--- src/rtl/scan_sequencer.sv ---
// scan_sequencer: steps a registered select code 0..last_code with a programmable dwell per code,
// in single-sweep or continuous mode, for driving a 3-to-8 decoder.
module scan_sequencer #(
    parameter int CODE_W  = 3,
    parameter int DWELL_W = 8
) (
    input  logic               clk,
    input  logic               rst_n,
    input  logic               start,
    input  logic               stop,
    input  logic               single,
    input  logic [DWELL_W-1:0] dwell,
    input  logic [CODE_W-1:0]  last_code,
    output logic [CODE_W-1:0]  code,
    output logic               code_valid,
    output logic               busy,
    output logic               wrap,
    output logic               done
);
    typedef enum logic {IDLE, SCAN} state_t;
    state_t state, state_n;
    logic [DWELL_W-1:0] cnt, cnt_n, dwell_q, dwell_n;
    logic [CODE_W-1:0] code_n, last_q, last_n;
    logic single_q, single_n, wrap_n, done_n;
    always_ff @(posedge clk or negedge rst_n) begin
        if (!rst_n) begin
            state    <= IDLE;
            cnt      <= '0;
            code     <= '0;
            dwell_q  <= '0;
            last_q   <= '0;
            single_q <= 1'b0;
            wrap     <= 1'b0;
            done     <= 1'b0;
        end else begin
            state    <= state_n;
            cnt      <= cnt_n;
            code     <= code_n;
            dwell_q  <= dwell_n;
            last_q   <= last_n;
            single_q <= single_n;
            wrap     <= wrap_n;
            done     <= done_n;
        end
    end
    // stop wins over start, advance and completion
    always_comb begin
        state_n  = state;
        cnt_n    = cnt;
        code_n   = code;
        dwell_n  = dwell_q;
        last_n   = last_q;
        single_n = single_q;
        wrap_n   = 1'b0;
        done_n   = 1'b0;
        if (state == IDLE) begin
            if (start && !stop) begin
                state_n  = SCAN;
                cnt_n    = '0;
                code_n   = '0;
                dwell_n  = dwell;
                last_n   = last_code;
                single_n = single;
            end
        end else if (stop) begin
            state_n = IDLE;
            cnt_n   = '0;
            code_n  = '0;
        end else if (cnt != dwell_q) begin
            cnt_n = cnt + DWELL_W'(1);
        end else begin
            cnt_n = '0;
            if (code != last_q) begin
                code_n = code + CODE_W'(1);
            end else begin
                code_n  = '0;
                state_n = single_q ? IDLE : SCAN;
                done_n  = single_q;
                wrap_n  = !single_q;
            end
        end
    end
    assign busy       = (state == SCAN);
    assign code_valid = (state == SCAN);
endmodule
--- config.mk ---
export PLATFORM = sky130hd
export DESIGN_NAME = scan_sequencer
export DESIGN_NICKNAME = d
export VERILOG_FILES = /design/src/rtl/scan_sequencer.sv
export SDC_FILE = /design/constraint.sdc
export NUM_CORES = 1
export LEC_CHECK = 0
export CAP_MARGIN = 20
export CORE_ASPECT_RATIO = 0.8
export CORE_MARGIN = 10
export CORE_UTILIZATION = 44
export CTS_BUF_LIST = sky130_fd_sc_hd__clkbuf_4 sky130_fd_sc_hd__clkbuf_8
export DETAILED_ROUTE_END_ITERATION = 12
export GPL_TIMING_DRIVEN = 0
export HOLD_SLACK_MARGIN = 0.15
export PLACE_DENSITY = 0.68
export SLEW_MARGIN = 25
export SYNTH_ARGS = -nofsm -noshare
export SYNTH_HDL_FRONTEND = slang
export SYNTH_SLANG_ARGS = --single-unit
--- constraint.sdc ---
create_clock -name clk -period 1.6 [get_ports clk]
set_input_delay 0.24 -clock clk [delete_from_list [all_inputs] [get_ports clk]]
set_output_delay 0.24 -clock clk [all_outputs]
set_load 0.005 [all_outputs]
==> metrics.txt <==
worst slew pin tran 0.5731 ns; Combinational Power Share between 20% and 30%; via count 928; worst-path maximum fanout 6; slowest CP cell dfrtp_2; Ys Warns 0; met3 WL post-DR 171 µm; Post-synth EDFFs 0; # rows 17; Switch Pwr 427.3 µW; number of port buffers 22; DR WL/cell 14.92 µm; nets 158; most common cell after layout, fill and taps aside dfrtp_1; Hold WC Path Type input port to asynchronous set/reset pin; setup violators final 0; Metal-1 WL 1.170 mm; core area approximately 0.0028 mm²; fill count roughly 230; top post-synthesis cells by area dfrtp_1 49%, mux2_2 8.5%, xnor2_2 4.9%; peak supply drop 820.7 µV; starting density of the core between 40% and 50%; Int Pwr 1276 µW; largest net degree at the start of global routing 27; Inst Count DP 170; Longest Clk Path Bufs 2; Syn Inst Count 110; Clk network pwr share 31.6%; global-route wire length before repair 4.429 mm; Seq cells post-synth 26; share of layout cells above drive strength 1 29.50%; GPL Wtd Cong 0.8265; max_slew headroom 61.79%; highest routed metal layer met4; total global routing overflow 0; I/O pin cnt 23; Die Wd 81.38 µm; r2r startpoint cnt[0]$_DFFE_PN0P_; cts bufs inserted 3; Switching Share 25.09%; initial antenna violation count 0; Final min period 1.568 ns; hpwl dp 1.956 mm; Critical Path RT ~1.8 ns; multiplexer area fraction after synthesis 10.19%; DIE HEIGHT around 69 µm; non-filler instance count after layout 177; Synth Cell Area between 0.001 and 0.0015 mm²; clock-pin slew of the registers on the worst-case setup and hold paths 0.09 ns; H-tree depth 1; final instance area between 0.0015 and 0.002 mm²; most frequent cells in the layout 23 x dfrtp_1, 21 x clkdlybuf4s50_1, 10 x mux2_2, 9 x nand2_1, 7 x xor2_1; met2 routed WL 1.288 mm; CP endpoint kind register; Mean Syn Cell Area 12.06 µm²; Place WS -0.3211 ns; Yosys cell types 35; power per cell area between 900 and 1000 mW/mm²; sequential fraction of the synthesis area between 40% and 50%; Final Hold Fails 0; GRT Total Usage 9.507%; Pleak between 0.0007 and 0.0008 µW; final worst-path setup slack 0.03228 ns; XOR/XNOR Fraction of Synth Area 12.17%; CP arrival roughly 1.7 ns; f_max 637.9 MHz; skew final 0.01072 ns; # Max-Cap Violations 0; clk sinks 26; Adder-Cell Fraction of Synth Area 1.887%; critical path cell sequence xnor2_1, nand4_2, o21ai_4, o21ai_2, a22o_1; top cell type by total area after synthesis dfrtp_1; final wirelength about 2.6 mm; Tcrit/Tclk final 97.98%; CP Launch Type register; final slew viol count 0; DR DRC count 0; Antenna Nets Post-Route 0; Ant. Diodes 0; top-area cell type share of the netlist area 49.06%; compound-gate portion of the synthesized area 10.57%; ys flop type dfrtp_1; status completed; crit path launch cnt[0]$_DFFE_PN0P_; CP max stage delay 0.45 ns; Die Footprint ~0.0056 mm²; Fin Setup TNS 0 ns; synth-to-layout area growth 29.62%; simple-gate portion of the synthesized area 14.72%; clk_lat worst skew 0.27 ns; main combinational cell family by area after synthesis simple AND/OR/NAND/NOR gates; DR vias/cell roughly 5.2; Post-synth ARST share 100.0%; Synthesized Nets 128; root buffer cell clkbuf_8; WS Path Type register to register; TritonCTS clock tree done; Area after DPL 0.001589 mm²; Reg power frac 47.9%; initial DRC count 68; vias in the first global route 933; first-pass detailed-route iteration total 4
[registers in the layout, indices dropped and copies added, names as in the netlist]
register,count
done,1
code,3
wrap,1
busy,1
single_q,1
dwell_q,8
last_q,3
cnt,8
[metal layers]
metal / global-route usage (%) / up-vias
li1: - / 442
met4: 1.714 / 0
met2: 14.19 / 20
met5: 0 / -
met3: 3.359 / 2
met1: 12.85 / 464
[Yosys cell counts, drive strengths merged, types with 2 or more instances]
library cell,instances
a21oi,2
and2b,2
xnor2,8
nand2,10
dfrtp,26
ha,2
xor2,7
nand3,4
a22o,3
nor2,5
o21a,2
nor3,2
o21ai,9
buf,2
nand4,4
mux2,12
nor2b,2
[final cells by class]
cell class	count	area [µm²]	area share [%]
repair buffers	25	240.2	13.97
clock inverters	1	30.03	1.747
flip-flops and latches	26	654.4	38.06
plain buffers	3	20.02	1.164
clock buffers	3	41.29	2.402
multi-input cells	81	685.7	39.88
well taps	38	47.55	2.766
[timing repair]
action | CTS | global route
hold buffers | 1 | 0
buffers inserted | 0 | 2
pin swaps | 0 | 2
hold endpoints to repair | 26 | 0
setup endpoints to repair | 9 | 8
resized for setup | 1 | 9
[critical path, delay by kind of cell (launching register included)]
family | cells | cell delay [ns]
XOR/XNOR | 1 | 0.20
flip-flops | 1 | 0.45
AO/OA/AOI/OAI | 3 | 0.58
AND/OR/NAND/NOR | 1 | 0.24
[path summary, 6_finish.rpt]
kind	endpoint	slack, ns	cells after the start
max in group asynchronous	cnt[0]$_DFFE_PN0P_	0.69	2
min reg2reg	wrap$_DFF_PN0_	0.51	1
min	code[1]$_DFFE_PN0P_	0.49	2
max	cnt[5]$_DFFE_PN0P_	0.03	5
max reg2reg	cnt[5]$_DFFE_PN0P_	0.03	5
min in group clk	wrap$_DFF_PN0_	0.51	1
[cell families after synthesis]
logic type,count (synthesis)
simple gates,33
flops,26
mux,12
fa+ha+maj,2
compound gates,19
buf+inv,3
xor+xnor,15
[metrics by stage]
stage / util [%] / total power [µW] / hold WS, ns
after floorplan: - / 1043 / -0.05559
after global placement: 56.35 / 1140 / 0.4787
after detailed placement: 56.17 / 1154 / 0.2642
after CTS: 59.13 / 1694 / 0.5038
after global routing: 60.77 / 1788 / 0.5370
final: 60.77 / 1703 / 0.4941
[power groups by stage]
stage / sequential (µW) / combinational, µW / clock [µW]
after floorplan: 810 / 233 / 0
after global placement: 821 / 319 / 0
after detailed placement: 827 / 328 / 0
after CTS: 813 / 332 / 550
after global routing: 830 / 378 / 580
final: 816 / 350 / 537
Note: power is estimated with default switching activity, not from simulation.
